## src/rtl/mc_bus_regif_if.sv

```systemverilog
// ============================================================================
// Module : mc_bus_regif_if
// Brief  : MCU parallel memory bus bundle (strobes, address, split data path).
// Rev    : 1.0  initial release
// ============================================================================
`default_nettype none

interface mc_bus_regif_if #(
    parameter int MC_DATA_WIDTH = 16,
    parameter int MC_ADD_WIDTH  = 6
);
    logic                     mc_ce;
    logic                     mc_we;
    logic                     mc_oe;
    logic [MC_ADD_WIDTH-1:0]  mc_add;
    logic [MC_DATA_WIDTH-1:0] mc_data_i;
    logic [MC_DATA_WIDTH-1:0] mc_data_o;
    logic                     mc_data_oe;

    modport master (
        output mc_ce, mc_we, mc_oe, mc_add, mc_data_i,
        input  mc_data_o, mc_data_oe
    );

    modport slave (
        input  mc_ce, mc_we, mc_oe, mc_add, mc_data_i,
        output mc_data_o, mc_data_oe
    );
endinterface

`default_nettype wire

```

## src/rtl/mc_bus_regif.sv

```systemverilog
// ============================================================================
// Module : mc_bus_regif
// Brief  : MCU bus front-end: strobe sync, config/status regs, FIFO ports.
//          Optional macro MC_BUS_ERRCNT_EN adds a saturating error counter.
// Rev    : 1.0  initial release
// ============================================================================
`default_nettype none

module mc_bus_regif #(
    parameter int MC_DATA_WIDTH = 16,
    parameter int MC_ADD_WIDTH  = 6,
    parameter int REG_COUNT     = 8
) (
    input  wire logic                               clk,
    input  wire logic                               rst,
    mc_bus_regif_if.slave                           bus,
    output logic [REG_COUNT*MC_DATA_WIDTH-1:0]      o_cfg_q,
    output logic [MC_DATA_WIDTH-1:0]                o_cmd_data,
    output logic                                    o_cmd_push,
    input  wire logic                               i_cmd_full,
    input  wire logic [MC_DATA_WIDTH-1:0]           i_res_data,
    output logic                                    o_res_pop,
    input  wire logic                               i_res_empty
);

    localparam int                      c_NCFG      = REG_COUNT - 2;
    localparam logic [MC_ADD_WIDTH-1:0] c_STAT_ADDR = MC_ADD_WIDTH'(REG_COUNT - 2);
    localparam logic [MC_ADD_WIDTH-1:0] c_FIFO_ADDR = MC_ADD_WIDTH'(REG_COUNT - 1);

    typedef enum logic [2:0] {
        S_IDLE   = 3'd0,
        S_WR     = 3'd1,
        S_COMMIT = 3'd2,
        S_RD     = 3'd3,
        S_RD_END = 3'd4
    } state_t;

    logic                     r_ce_m, r_we_m, r_oe_m;
    logic                     r_ce_s, r_we_s, r_oe_s;
    logic [MC_ADD_WIDTH-1:0]  r_add_s;
    logic [MC_DATA_WIDTH-1:0] r_dat_s;
    logic [1:0]               r_vld;
    logic                     r_armed;
    state_t                   r_state;
    state_t                   w_next;
    logic [MC_ADD_WIDTH-1:0]  r_acc_add;
    logic [MC_DATA_WIDTH-1:0] r_acc_dat;
    logic [MC_DATA_WIDTH-1:0] r_cfg [c_NCFG];
    logic                     r_ovf, r_unf;
    logic [MC_DATA_WIDTH-1:0] r_rdata;
    logic                     r_data_oe;
    logic [MC_DATA_WIDTH-1:0] r_cmd_data;
    logic                     r_cmd_push;
    logic                     r_res_pop;
    logic                     w_quiet;
    logic                     w_do_write;
    logic                     w_rd_done;
    logic                     w_oe_nxt;
    logic                     w_acc_stat, w_acc_fifo;
    logic                     w_push, w_drop, w_pop, w_under, w_stat_wr;
    logic [MC_DATA_WIDTH-1:0] w_status;
    logic [MC_DATA_WIDTH-1:0] w_rd_val;

    // Synchronisers idle high so a reset looks like "no strobe asserted"
    always_ff @(posedge clk or posedge rst) begin
        if (rst) begin
            r_ce_m  <= 1'b1;
            r_we_m  <= 1'b1;
            r_oe_m  <= 1'b1;
            r_ce_s  <= 1'b1;
            r_we_s  <= 1'b1;
            r_oe_s  <= 1'b1;
            r_add_s <= '0;
            r_dat_s <= '0;
        end else begin
            r_ce_m  <= bus.mc_ce;
            r_we_m  <= bus.mc_we;
            r_oe_m  <= bus.mc_oe;
            r_ce_s  <= r_ce_m;
            r_we_s  <= r_we_m;
            r_oe_s  <= r_oe_m;
            r_add_s <= bus.mc_add;
            r_dat_s <= bus.mc_data_i;
        end
    end

    // Accesses are only accepted once the bus has been seen quiet after reset,
    // so a strobe held low across reset release cannot start a spurious access.
    assign w_quiet = r_ce_s | (r_we_s & r_oe_s);

    always_ff @(posedge clk or posedge rst) begin
        if (rst) begin
            r_vld   <= 2'b00;
            r_armed <= 1'b0;
        end else begin
            r_vld   <= {r_vld[0], 1'b1};
            r_armed <= r_armed | (r_vld[1] & w_quiet);
        end
    end

    always_ff @(posedge clk or posedge rst) begin
        if (rst) begin
            r_state <= S_IDLE;
        end else begin
            r_state <= w_next;
        end
    end

    always_comb begin
        w_next     = r_state;
        w_do_write = 1'b0;
        w_rd_done  = 1'b0;
        w_oe_nxt   = 1'b0;
        case (r_state)
            S_IDLE: begin
                if (r_armed && !r_ce_s && !r_we_s) begin
                    w_next = S_WR;
                end else if (r_armed && !r_ce_s && !r_oe_s) begin
                    w_next = S_RD;
                end
            end
            S_WR: begin
                if (r_we_s || r_ce_s) begin
                    w_next = S_COMMIT;
                end
            end
            S_COMMIT: begin
                w_do_write = 1'b1;
                w_next     = S_IDLE;
            end
            S_RD: begin
                if (r_oe_s || r_ce_s) begin
                    w_next    = S_RD_END;
                    w_rd_done = 1'b1;
                end else begin
                    w_oe_nxt  = 1'b1;
                end
            end
            S_RD_END: begin
                w_next = S_IDLE;
            end
            default: begin
                w_next = S_IDLE;
            end
        endcase
    end

    always_ff @(posedge clk or posedge rst) begin
        if (rst) begin
            r_acc_add <= '0;
            r_acc_dat <= '0;
        end else if (r_state == S_IDLE || r_state == S_WR || r_state == S_RD) begin
            r_acc_add <= r_add_s;
            r_acc_dat <= r_dat_s;
        end
    end

    assign w_acc_stat = (r_acc_add == c_STAT_ADDR);
    assign w_acc_fifo = (r_acc_add == c_FIFO_ADDR);
    assign w_stat_wr  = w_do_write & w_acc_stat;
    assign w_push     = w_do_write & w_acc_fifo & ~i_cmd_full;
    assign w_drop     = w_do_write & w_acc_fifo & i_cmd_full;
    assign w_pop      = w_rd_done & w_acc_fifo & ~i_res_empty;
    assign w_under    = w_rd_done & w_acc_fifo & i_res_empty;

    always_ff @(posedge clk or posedge rst) begin
        if (rst) begin
            for (int i = 0; i < c_NCFG; i++) begin
                r_cfg[i] <= '0;
            end
        end else if (w_do_write) begin
            for (int i = 0; i < c_NCFG; i++) begin
                if (r_acc_add == MC_ADD_WIDTH'(i)) begin
                    r_cfg[i] <= r_acc_dat;
                end
            end
        end
    end

    // Sticky flags: a new event wins over a simultaneous W1C clear
    always_ff @(posedge clk or posedge rst) begin
        if (rst) begin
            r_ovf <= 1'b0;
            r_unf <= 1'b0;
        end else begin
            r_ovf <= w_drop  | (r_ovf & ~(w_stat_wr & r_acc_dat[2]));
            r_unf <= w_under | (r_unf & ~(w_stat_wr & r_acc_dat[3]));
        end
    end

`ifdef MC_BUS_ERRCNT_EN
    logic [7:0] r_errcnt;

    always_ff @(posedge clk or posedge rst) begin
        if (rst) begin
            r_errcnt <= 8'd0;
        end else if (w_stat_wr && r_acc_dat[8]) begin
            r_errcnt <= 8'd0;
        end else if ((w_drop || w_under) && (r_errcnt != 8'hFF)) begin
            r_errcnt <= r_errcnt + 8'd1;
        end
    end
`endif

    always_comb begin
        w_status    = '0;
        w_status[0] = i_cmd_full;
        w_status[1] = i_res_empty;
        w_status[2] = r_ovf;
        w_status[3] = r_unf;
`ifdef MC_BUS_ERRCNT_EN
        w_status[15:8] = r_errcnt;
`endif
    end

    always_comb begin
        w_rd_val = '0;
        for (int i = 0; i < c_NCFG; i++) begin
            if (r_add_s == MC_ADD_WIDTH'(i)) begin
                w_rd_val = r_cfg[i];
            end
        end
        if (r_add_s == c_STAT_ADDR) begin
            w_rd_val = w_status;
        end else if (r_add_s == c_FIFO_ADDR) begin
            w_rd_val = i_res_empty ? '0 : i_res_data;
        end
    end

    always_ff @(posedge clk or posedge rst) begin
        if (rst) begin
            r_rdata    <= '0;
            r_data_oe  <= 1'b0;
            r_cmd_data <= '0;
            r_cmd_push <= 1'b0;
            r_res_pop  <= 1'b0;
        end else begin
            if (r_state == S_RD) begin
                r_rdata <= w_rd_val;
            end
            r_data_oe  <= w_oe_nxt;
            r_cmd_push <= w_push;
            r_res_pop  <= w_pop;
            if (w_push) begin
                r_cmd_data <= r_acc_dat;
            end
        end
    end

    assign bus.mc_data_o  = r_rdata;
    assign bus.mc_data_oe = r_data_oe;
    assign o_cmd_data     = r_cmd_data;
    assign o_cmd_push     = r_cmd_push;
    assign o_res_pop      = r_res_pop;

    for (genvar g = 0; g < REG_COUNT; g++) begin : g_cfgq
        if (g < c_NCFG) begin : g_reg
            assign o_cfg_q[g*MC_DATA_WIDTH +: MC_DATA_WIDTH] = r_cfg[g];
        end else begin : g_zero
            assign o_cfg_q[g*MC_DATA_WIDTH +: MC_DATA_WIDTH] = '0;
        end
    end

endmodule

`default_nettype wire

```

## src/flat_wrapper.sv

```systemverilog
// flat-port wrapper written by rule: the top's interface ports become plain ports
module mc_bus_regif_flat 
#(
    parameter int MC_DATA_WIDTH = 16,
    parameter int MC_ADD_WIDTH  = 6,
    parameter int REG_COUNT     = 8
)
  (clk, rst, o_cfg_q, o_cmd_data, o_cmd_push, i_cmd_full, i_res_data, o_res_pop, i_res_empty, bus_mc_ce, bus_mc_we, bus_mc_oe, bus_mc_add, bus_mc_data_i, bus_mc_data_o, bus_mc_data_oe);
  mc_bus_regif_if #(.MC_DATA_WIDTH(MC_DATA_WIDTH), .MC_ADD_WIDTH(MC_ADD_WIDTH)) bus_i ();
  input  wire logic clk;
  input  wire logic rst;
  output logic [REG_COUNT*MC_DATA_WIDTH-1:0] o_cfg_q;
  output logic [MC_DATA_WIDTH-1:0] o_cmd_data;
  output logic o_cmd_push;
  input  wire logic i_cmd_full;
  input  wire logic [MC_DATA_WIDTH-1:0] i_res_data;
  output logic o_res_pop;
  input  wire logic i_res_empty;
  input wire logic [$bits(bus_i.mc_ce)-1:0] bus_mc_ce;
  input wire logic [$bits(bus_i.mc_we)-1:0] bus_mc_we;
  input wire logic [$bits(bus_i.mc_oe)-1:0] bus_mc_oe;
  input wire logic [$bits(bus_i.mc_add)-1:0] bus_mc_add;
  input wire logic [$bits(bus_i.mc_data_i)-1:0] bus_mc_data_i;
  output wire logic [$bits(bus_i.mc_data_o)-1:0] bus_mc_data_o;
  output wire logic [$bits(bus_i.mc_data_oe)-1:0] bus_mc_data_oe;
  assign bus_i.mc_ce = bus_mc_ce;
  assign bus_i.mc_we = bus_mc_we;
  assign bus_i.mc_oe = bus_mc_oe;
  assign bus_i.mc_add = bus_mc_add;
  assign bus_i.mc_data_i = bus_mc_data_i;
  assign bus_mc_data_o = bus_i.mc_data_o;
  assign bus_mc_data_oe = bus_i.mc_data_oe;
  mc_bus_regif #(.MC_DATA_WIDTH(MC_DATA_WIDTH), .MC_ADD_WIDTH(MC_ADD_WIDTH), .REG_COUNT(REG_COUNT)) u_core (.clk(clk), .rst(rst), .bus(bus_i), .o_cfg_q(o_cfg_q), .o_cmd_data(o_cmd_data), .o_cmd_push(o_cmd_push), .i_cmd_full(i_cmd_full), .i_res_data(i_res_data), .o_res_pop(o_res_pop), .i_res_empty(i_res_empty));
endmodule
```

## config.mk

```make
export PLATFORM = sky130hd
export DESIGN_NAME = mc_bus_regif_flat
export DESIGN_NICKNAME = d
export VERILOG_FILES = /design/src/rtl/mc_bus_regif_if.sv /design/src/rtl/mc_bus_regif.sv /design/src/flat_wrapper.sv
export SDC_FILE = /design/constraint.sdc
export NUM_CORES = 1
export LEC_CHECK = 0
export CAP_MARGIN = 10
export CORE_AREA = 3 3 197 103
export DETAILED_ROUTE_END_ITERATION = 7
export DIE_AREA = 0 0 200 106
export GPL_TIMING_DRIVEN = 0
export PLACE_DENSITY_LB_ADDON = 0.05
export SYNTH_ARGS = -nofsm -noshare
export SYNTH_HDL_FRONTEND = slang
export SYNTH_SLANG_ARGS = --single-unit
export TNS_END_PERCENT = 100
```

## constraint.sdc

```tcl
create_clock -name clk -period 6.9 [get_ports clk]
set_clock_uncertainty 0.1 [all_clocks]
set_input_delay 1.38 -clock clk [delete_from_list [all_inputs] [get_ports clk]]
set_output_delay 1.38 -clock clk [all_outputs]
set_load 0.02 [all_outputs]
```

# Word level (Yosys, flattened, before mapping)
# Cells that the tools add are included.
# op_classes
eq_ne	20
mux	19
n_bitwise	21
reduce_logical	20
# op_table
cell	count
$mux 16	9
$eq 6x3->1 const B	8
$eq 6x2->1 const B	4
$and 1x1->1	13
$eq 6x1->1 const B	2
$logic_not 6->1	2
$mux 3	4
$reduce_and 2->1	6
$pmux 3 s3	1
$eq 3x2->1 const B	2
$mux 1	5
$logic_or 1x1->1	4
$ne 2x1->1 const B	2
$not 1->1	4
$or 1x1->1	4
$eq 3x1->1 const B	1
$logic_and 1x1->1	3
$logic_not 1->1	3
$logic_not 3->1	1
$ne 3x1->1 const B	1
$reduce_and 3->1	1
# word_totals
regBits	189
inputBits	45
output_inout_bits	163
elab_cells	106

# Longest topological paths before layout
# Gate-level depths: netlist of run 1.
# depth
depth_word	9
ltp_mapped	7
depth_no_buf	4

# Worst setup path after synthesis of run 1
# Ideal clock, no wire load.
# synth_timing
path_type	in2reg
startpoint	in i_cmd_full
endpoint	reg u_core.r_cmd_data[0] (netlist: u_core.o_cmd_data[0])
setup_ns	0.125
t_arrival_ns	2.318
t_required_ns	6.675
setup_slack_ns	4.357
cell_stages	4
path_buffers	2
cell_sequence	or3_1 -> buf_6 -> buf_12 -> mux2_4
# synth_via
elab_chain_len	2
# synth_rtl
element	line	rtl
from (decl)	flat_wrapper.sv:15	input wire logic i_cmd_full;
$not 1->1	mc_bus_regif.sv:161	assign w_push = w_do_write & w_acc_fifo & ~i_cmd_full;
$and 1x1->1	mc_bus_regif.sv:161	
to (signal assigned)	mc_bus_regif.sv:245	r_cmd_data <= r_acc_dat;
to (decl)	mc_bus_regif.sv:52	logic [MC_DATA_WIDTH-1:0] r_cmd_data;
# No other way between the ends.
# A chain may end at the register's enable or synchronous reset.

# Worst setup path after layout of run 1
# layout_timing
startpoint	in i_res_empty
endpoint	reg u_core.r_rdata[8] (netlist: u_core.bus.mc_data_o[8])
# layout_via
elab_chain_len	3
# layout_rtl
element	line	rtl
from (decl)	flat_wrapper.sv:18	input wire logic i_res_empty;
$mux 16	mc_bus_regif.sv:226	w_rd_val = i_res_empty ? '0 : i_res_data;
$mux 16	mc_bus_regif.sv:225	end else if (r_add_s == c_FIFO_ADDR) begin
$mux 16	mc_bus_regif.sv:223	if (r_add_s == c_STAT_ADDR) begin
to (signal assigned)	mc_bus_regif.sv:239	r_rdata <= w_rd_val;
to (decl)	mc_bus_regif.sv:50	logic [MC_DATA_WIDTH-1:0] r_rdata;
# No other way between the ends.

==> results of run 1 <==
[state kept, by name, summed over array words and instances, names as in the netlist]
signal	count
u_core.r_dat_s	16
u_core.r_ce_s	1
u_core.o_cfg_q	96
u_core.r_oe_s	1
u_core.r_ce_m	1
u_core.r_armed	1
u_core.bus.mc_data_o	16
u_core.r_ovf	1
u_core.r_oe_m	1
u_core.o_cmd_data	16
u_core.o_cmd_push	1
u_core.r_acc_dat	16
u_core.r_state	3
u_core.o_res_pop	1
u_core.r_we_s	1
u_core.r_vld	2
u_core.r_unf	1
u_core.r_add_s	6
u_core.bus.mc_data_oe	1
u_core.r_we_m	1
u_core.r_acc_add	6
[power groups by stage]
stage / Clock [mW] / Sequential [mW] / Combinational [mW]
floorplan: 0 / 2.03 / 0.552
global placement: 0 / 1.79 / 1.61
detailed placement: 0 / 1.80 / 1.63
CTS: 1.04 / 1.78 / 1.63
global route: 1.09 / 1.83 / 1.71
finish: 1.03 / 1.78 / 1.62
[worst min-delay path by stage]
| stage | end | slack (ns) | cells after the start |
|---|---|---|---|
| 2_1_floorplan | u_core.r_vld[1] | 0.23 | 0 |
| 3_3_place_gp | u_core.r_vld[1] | 0.23 | 0 |
| 3_5_place_dp | u_core.r_vld[1] | 0.24 | 0 |
| 4_1_cts | u_core.r_vld[1] | 0.26 | 0 |
| 5_1_grt | u_core.r_ce_s | 0.27 | 0 |
| 6_report | u_core.r_vld[1] | 0.26 | 0 |
[Yosys cell counts, types with 4 or more instances]
cell      instances
a211o_1           4
a21oi_1          14
a221o_1           5
a221oi_1          6
buf_2             7
buf_4            33
buf_6             9
clkbuf_1         14
dfrtp_1         183
dfstp_2           6
inv_1             6
mux2_2          120
mux2_4           14
mux2i_1          16
mux4_2           14
nand2_1          30
nor2_1           14
nor2b_1          17
nor3_1            7
o211ai_1          8
o21ai_0           9
o221ai_1          7
o311ai_0          4
or3_1             5
[layout make-up]
cell class | instances | area [um^2]
Timing Repair Buffer | 177 | 1790
Multi-Input combinational cell | 363 | 3250
Sequential cell | 189 | 4740
Inverter | 6 | 30.0
Clock inverter | 15 | 179
Fill cell | 1511 | 7250
Tap cell | 259 | 324
Buffer | 65 | 460
Clock buffer | 17 | 425
[per-layer routing]
metal	part of all wire (%)	vias to the layer above	global-route usage [%]
li1	-	2546	-
met1	47	2940	32.9
met2	45	179	34.8
met3	6.9	25	5.67
met4	1.5	0	6.37
met5	0	-	0
[through the flow]
step | hold slack [ns] | util (%) | worst slack, ns | power [mW]
after detailed placement | 0.240 | 57.4 | 3.40 | 3.42
after floorplan | 0.231 | - | 0.288 | 2.58
after global routing | 0.265 | 60.7 | 3.69 | 4.63
after global placement | 0.231 | 57.1 | -2.30 | 3.40
final | 0.256 | 60.7 | 3.83 | 4.42
after CTS | 0.259 | 60.7 | 3.87 | 4.45
[cell families (layout without fill, tap and decap cells)]
logic type / Yosys count / after routing
buffers and inverters: 71 / 280
multiplexers: 165 / 165
other: 2 / 33
AO/OA/AOI/OAI: 66 / 66
AND/OR/NAND/NOR: 99 / 99
flip-flops: 189 / 189
==> results.json, run 1 <==
{
  "hold_viol": 0,
  "drv_cap": 0,
  "clock_sinks": 189,
  "synthTopCellsByArea": "dfrtp_1, mux2_2, mux4_2",
  "fmax_ghz": 0.326,
  "setup_viol": 0,
  "netlist.area_leader.share_pct": 54.9,
  "path_class": "in -> reg",
  "rrSetupSlack_ns": 4.30,
  "finalCriticalPeriod_ns": 3.07,
  "min-delay-start": "u_core.r_vld[0]",
  "diodes": 0,
  "gp_congestion": 0.811,
  "rsz0062_at_grt": "false",
  "avgSynthCellArea_um2": 14.1,
  "drc_errors": 0,
  "dr.first_iter.drc_count": 326,
  "worstPathArrival_ns": 3.27,
  "insertion_delay_ns": 0.44,
  "post_cts_buffers": 0,
  "initial_core_util_pct": 45.3,
  "placed_cells": 1059,
  "required_ns": 7.10,
  "antenna_found_initial": 0,
  "drv_slew": 0,
  "syn-cell-area_mm2": 0.00834,
  "path_clk_slew_ns": 0.07,
  "htree_num_levels": 4,
  "hold_class": "reg -> reg",
  "grt.total_usage_pct": 22.9,
  "p_sw_share_pct": 35.8,
  "start_kind": "input port",
  "worst-path-buf-inv": 2,
  "muxShareOfSynthArea_pct": 24.6,
  "cts_hold_buf": 0,
  "wl_per_cell_um": 21.8,
  "yosysWarnings": 0,
  "cpPeakStageDelay_ns": 0.71,
  "clockRootBuffer": "clkbuf_16",
  "pwr-share-seq_pct": 40.3,
  "peakVddDrop_uv": 220,
  "cts-resized-gates": 0,
  "route.vias.total": 5690,
  "synth_enable_flop_cells": 0,
  "p_comb_share_pct": 36.5,
  "numCtsBuffers": 17,
  "clk_path_buf_depth": 2,
  "synth-xor-area-share_pct": 0,
  "final_common_cell": "dfrtp_1",
  "synthDistinctLibCells": 54,
  "crit_fanout": 10,
  "internal_power_mw": 2.84,
  "nets": 864,
  "switchingPower_mw": 1.58,
  "timing.rr.end": "u_core.bus.mc_data_o[0]",
  "final_cell_mix": "dfrtp_1, clkdlybuf4s50_1, mux2_2",
  "stdcell_area_mm2": 0.0112,
  "cts_tree": "built",
  "tns_ns": 0,
  "grt_pass1_vias": 5792,
  "worst_pin_slew_ns": 0.990,
  "p_per_area_mw_per_mm2": 395,
  "place_area_mm2": 0.0106,
  "period_share_pct": 44.5,
  "max-slew-margin-rel_pct": 33.1,
  "portBuffers": 175,
  "fp.dieArea_mm2": 0.0212,
  "drive_gt1_share_pct": 29.8,
  "ys.flop_type": "dfrtp_1",
  "rows": 35,
  "die_h_um": 106,
  "endpoint": "u_core.bus.mc_data_o[8]",
  "leakagePower_nw": 5.04,
  "drt.antenna.violating_nets": 0,
  "cpLargestDelayFamily": "buffers and inverters",
  "synth_cells": 592,
  "synthAdderAreaFrac_pct": 0,
  "path_depth": 6,
  "synth_seq_cells": 189,
  "async_flop_share_pct": 100,
  "grt_max_degree": 105,
  "grt_pass1_wl_um": 35800,
  "dr.pass1.iters": 5,
  "area_growth_pct": 34.1,
  "grt_remaining_overflow": 0,
  "synth_compound_area_share_pct": 5.79,
  "synth-simple-area-share_pct": 7.00,
  "clkPwrFrac_pct": 23.2,
  "crit_path_end_kind": "flip-flop",
  "worst_r2r_path_depth": 6,
  "r2r-start": "u_core.r_add_s[1]",
  "via_per_inst": 5.22,
  "worstPathCellList": "clkdlybuf4s50_1, clkbuf_1, nand3b_1, o21ai_0, a221oi_1, o31ai_1",
  "fp.dieW_um": 200,
  "status": "complete, no violations",
  "fin_cells": 1091,
  "dp_hpwl_um": 16900,
  "synth_seq_area_share_pct": 56.8,
  "synth_area_leader_cell": "dfrtp_1",
  "ioPinCount": 208,
  "wl_um": 23800,
  "placeableCoreArea_mm2": 0.0184,
  "startpoint": "i_res_empty",
  "synth_top_family_by_area": "multiplexers",
  "critical-path-slowest-cell": "clkdlybuf4s50_1"
}
Note: power is estimated with default switching activity, not from simulation.
==> run 2: changes to the inputs <==
- clock period: 6.9 -> 3.19 ns (I/O delays scaled with it)
==> results.json, run 2 (synthesis gave the netlist of run 1 again) <==
{
  "gp_congestion": 0.811,
  "final_cell_mix": "dfrtp_1, clkdlybuf4s50_1, mux2_2",
  "grt.total_usage_pct": 23.1,
  "dp_hpwl_um": 17200,
  "worstPathArrival_ns": 2.82,
  "htree_num_levels": 4,
  "grt_pass1_vias": 5809,
  "fmax_ghz": 0.388,
  "cp_common_cell": "clkbuf_1",
  "status": "complete, no violations",
  "switchingPower_mw": 3.41,
  "cts_hold_buf": 0,
  "max-slew-margin-rel_pct": 40.4,
  "dr.pass1.iters": 4,
  "numCtsBuffers": 17,
  "initial_core_util_pct": 45.3,
  "ioPinCount": 208,
  "wl_per_cell_um": 21.8,
  "drt.antenna.violating_nets": 0,
  "cts_tree": "built",
  "fp.dieW_um": 200,
  "peakVddDrop_uv": 409,
  "pwr-share-seq_pct": 40.7,
  "insertion_delay_ns": 0.44,
  "worst-path-buf-inv": 2,
  "clk_path_buf_depth": 2,
  "nets": 867,
  "pre_cts_ws_ns": 0.449,
  "grt_remaining_overflow": 0,
  "drv_slew": 0,
  "cpPeakStageDelay_ns": 0.54,
  "hold_class": "reg -> reg",
  "via_per_inst": 5.20,
  "p_per_area_mw_per_mm2": 845,
  "internal_power_mw": 6.07,
  "rows": 35,
  "clock_sinks": 189,
  "setup_viol": 0,
  "worstPathCellList": "or4b_1, clkbuf_1, clkbuf_1, nor2_1, a21oi_1, o221ai_1",
  "post_cts_buffers": 0,
  "worst_r2r_path_depth": 6,
  "p_sw_share_pct": 36.0,
  "cts-resized-gates": 0,
  "period_share_pct": 80.8,
  "finalCriticalPeriod_ns": 2.58,
  "crit_path_end_kind": "flip-flop",
  "start_kind": "flip-flop",
  "critical-path-slowest-cell": "dfrtp_1",
  "path_depth": 6,
  "path_clk_slew_ns": 0.08,
  "drive_gt1_share_pct": 30.1,
  "die_h_um": 106,
  "final_common_cell": "dfrtp_1",
  "clockRootBuffer": "clkbuf_16",
  "required_ns": 3.44,
  "area_growth_pct": 34.4,
  "crit_fanout": 10,
  "p_comb_share_pct": 37.0,
  "worst_pin_slew_ns": 0.895,
  "hold_depth": 0,
  "timing.final.ws_setup_ns": 0.614,
  "rsz0062_at_grt": "false",
  "route.vias.total": 5691,
  "drv_cap": 0,
  "clkPwrFrac_pct": 22.3,
  "drc_errors": 0,
  "antenna_found_initial": 0,
  "portBuffers": 175,
  "largest_reg_flops": 96,
  "leakagePower_nw": 5.04,
  "placeableCoreArea_mm2": 0.0184,
  "diodes": 0,
  "cpLargestDelayFamily": "simple AND/OR/NAND/NOR gates",
  "whs_ns": 0.258,
  "path_class": "reg -> reg",
  "dr.first_iter.drc_count": 285,
  "grt_pass1_wl_um": 35900,
  "grt_max_degree": 42,
  "fp.dieArea_mm2": 0.0212,
  "wl_um": 23900,
  "hold_viol": 0
}
==> run 2: per-layer routing <==
| layer | vias up | routed length (um) | part of all wire (%) | GRT usage, % |
|---|---|---|---|---|
| met5 | - | 0 | 0 | 0 |
| met4 | 0 | 302 | 1.3 | 5.57 |
| met3 | 26 | 1450 | 6.1 | 6.24 |
| met2 | 179 | 10900 | 46 | 34.8 |
| met1 | 2929 | 11200 | 47 | 33.3 |
| li1 | 2557 | - | - | - |
==> run 2: worst paths after layout <==
| check | startpoint | to | slack, ns |
|---|---|---|---|
| max | u_core.r_add_s[2] | u_core.bus.mc_data_o[6] | 0.61 |
| min | u_core.r_ce_m | u_core.r_ce_s | 0.26 |
| max reg2reg | u_core.r_add_s[2] | u_core.bus.mc_data_o[6] | 0.61 |
| min reg2reg | u_core.r_ce_m | u_core.r_ce_s | 0.26 |
| max in group asynchronous | rst | u_core.o_cfg_q[19] | 1.46 |
| min in group asynchronous | rst | u_core.r_dat_s[12] | 0.58 |
==> run 2: metrics by stage <==
stage,utilization (%),instance area (um^2),cells,power [mW],TNS (ns)
floorplan,-,8460,623,5.58,0
detailed placement,57.7,10600,1062,7.42,0
finish,60.8,11200,1094,9.48,0
CTS,60.8,11200,1094,9.54,0
global route,60.8,11200,1094,9.93,0
global placement,57.2,10500,1057,7.35,-282.93
==> run 2: cell type report <==
| class | instances | area [um^2] |
|---|---|---|
| plain buffers | 65 | 460 |
| clock buffers | 17 | 425 |
| clock inverters | 15 | 154 |
| fillers | 1489 | 7220 |
| inverters | 6 | 26.3 |
| multi-input cells | 363 | 3250 |
| flip-flops and latches | 189 | 4740 |
| well taps | 259 | 324 |
| repair buffers | 180 | 1840 |
==> run 2: worst register-to-register path, delay by kind of cell, from the launching register on <==
family | cells | cell delay (ns)
AND/OR/NAND/NOR | 2 | 0.94
flip-flops | 1 | 0.54
buffers and inverters | 2 | 0.64
AO/OA/AOI/OAI | 2 | 0.26
==> run 2: power by group through the flow <==
stage | Combinational, mW | Clock, mW | Sequential, mW
floorplan | 1.19 | 0 | 4.39
global placement | 3.48 | 0 | 3.87
detailed placement | 3.53 | 0 | 3.89
CTS | 3.54 | 2.15 | 3.85
global route | 3.70 | 2.26 | 3.97
finish | 3.50 | 2.11 | 3.86
==> run 3: changes to the inputs <==
- clock period: 3.19 -> 2.6 ns (I/O delays scaled with it)
==> results.json, run 3 (synthesis gave the netlist of run 1 again) <==
{
  "status": "complete, no violations",
  "rsz0062_at_grt": "true",
  "nets": 867,
  "required_ns": 2.85,
  "cp_common_cell": "clkbuf_1",
  "rows": 35,
  "timing.final.ws_setup_ns": 0.0251,
  "leakagePower_nw": 5.05,
  "path_class": "reg -> reg",
  "worstPathArrival_ns": 2.82,
  "period_share_pct": 99.0,
  "cts_hold_buf": 0,
  "fp.dieW_um": 200,
  "drive_gt1_share_pct": 30.1,
  "place_area_mm2": 0.0106,
  "wl_um": 23900,
  "diodes": 0,
  "whs_ns": 0.258,
  "clk_path_buf_depth": 2,
  "wl_per_cell_um": 21.9,
  "grt.total_usage_pct": 23.1,
  "fmax_ghz": 0.388,
  "hold_viol": 0,
  "placeableCoreArea_mm2": 0.0184,
  "fp.dieArea_mm2": 0.0212,
  "dp_hpwl_um": 17200,
  "finalCriticalPeriod_ns": 2.57,
  "final_common_cell": "dfrtp_1",
  "drv_slew": 0,
  "path_clk_slew_ns": 0.07,
  "hold_class": "reg -> reg",
  "via_per_inst": 5.21,
  "largest_reg_flops": 96,
  "peakVddDrop_uv": 502,
  "p_per_area_mw_per_mm2": 1040,
  "dr.pass1.iters": 4,
  "numCtsBuffers": 17,
  "gp_congestion": 0.811,
  "clock_sinks": 189,
  "initial_core_util_pct": 45.3,
  "antenna_found_initial": 0,
  "ioPinCount": 208,
  "area_growth_pct": 34.5,
  "grt_remaining_overflow": 0,
  "grt_pass1_vias": 5809,
  "cts_tree": "built",
  "die_h_um": 106,
  "grt_max_degree": 42,
  "critical-path-slowest-cell": "dfrtp_1",
  "worstPathCellList": "or4b_1, clkbuf_1, clkbuf_1, nor2_1, a21oi_1, o221ai_1",
  "grt_pass1_wl_um": 35900,
  "drv_cap": 0,
  "max-slew-margin-rel_pct": 45.3,
  "setup_viol": 0,
  "dr.first_iter.drc_count": 253,
  "drt.antenna.violating_nets": 0,
  "crit_path_end_kind": "flip-flop",
  "route.vias.total": 5697,
  "insertion_delay_ns": 0.44,
  "start_kind": "flip-flop",
  "portBuffers": 175,
  "cpPeakStageDelay_ns": 0.54,
  "drc_errors": 0,
  "htree_num_levels": 4,
  "stdcell_area_mm2": 0.0112,
  "pre_cts_ws_ns": -0.0229,
  "tns_ns": 0,
  "worst_pin_slew_ns": 0.820,
  "clockRootBuffer": "clkbuf_16",
  "crit_fanout": 10,
  "final_cell_mix": "dfrtp_1, clkdlybuf4s50_1, mux2_2"
}
==> run 3: changes by cell type in the layout (fill, tap and decap cells not counted) <==
| cell | change |
|---|---|
| buf_1 | -1 |
| clkdlybuf4s15_1 | +1 |
| nor2_2 | -1 |
| nor2_4 | +1 |
==> run 3: worst paths after layout <==
path,from,end,slack [ns],cells after the start
setup / recovery,u_core.r_add_s[2],u_core.bus.mc_data_o[15],0.03,6
hold / removal,u_core.r_ce_m,u_core.r_ce_s,0.26,0
setup reg to reg,u_core.r_add_s[2],u_core.bus.mc_data_o[15],0.03,6
hold reg to reg,u_core.r_ce_m,u_core.r_ce_s,0.26,0
max in group asynchronous,rst,u_core.o_cfg_q[3],0.97,4
min in group asynchronous,rst,u_core.r_dat_s[12],0.47,2
==> run 3: per-layer routing <==
layer | vias up | track usage, % | wire length, um
met3 | 26 | 6.24 | 1420
met5 | - | 0 | 0
met1 | 2941 | 33.3 | 11300
met4 | 0 | 5.57 | 288
met2 | 177 | 34.8 | 10900
li1 | 2553 | - | -
==> run 3: what timing repair did <==
action | 4_1_cts | 5_1_grt
setup endpoints to repair | 0 | 18
gates resized for setup | 0 | 2
buffers inserted | 0 | 0
==> run 3: area by class of cell <==
| cell class | count | area (um^2) |
|---|---|---|
| plain buffers | 65 | 467 |
| clock buffers | 17 | 425 |
| clock inverters | 15 | 154 |
| fillers | 1489 | 7210 |
| inverters | 6 | 26.3 |
| multi-input cells | 363 | 3250 |
| flip-flops and latches | 189 | 4740 |
| well taps | 259 | 324 |
| repair buffers | 180 | 1840 |
==> run 3: per-stage QoR <==
stage               power (mW)  utilization, %  instances
global route              12.2            60.9       1094
CTS                       11.7            60.8       1094
detailed placement        9.10            57.7       1062
floorplan                 6.85               -        623
finish                    11.6            60.9       1094
global placement          9.01            57.2       1057
==> run 3: critical path, delay by kind of cell, from the launching register on <==
| kind | cells | cell delay (ns) |
|---|---|---|
| AND/OR/NAND/NOR | 2 | 0.94 |
| buffers and inverters | 2 | 0.65 |
| flip-flops | 1 | 0.54 |
| AO/OA/AOI/OAI | 2 | 0.26 |
==> run 3: power by group <==
group          total [mW]  internal (mW)  leakage (nW)  switching, mW
clock network        2.60           1.36         0.275           1.24
registers            4.74           3.83          2.47          0.907
logic                4.30           2.26          2.30           2.05
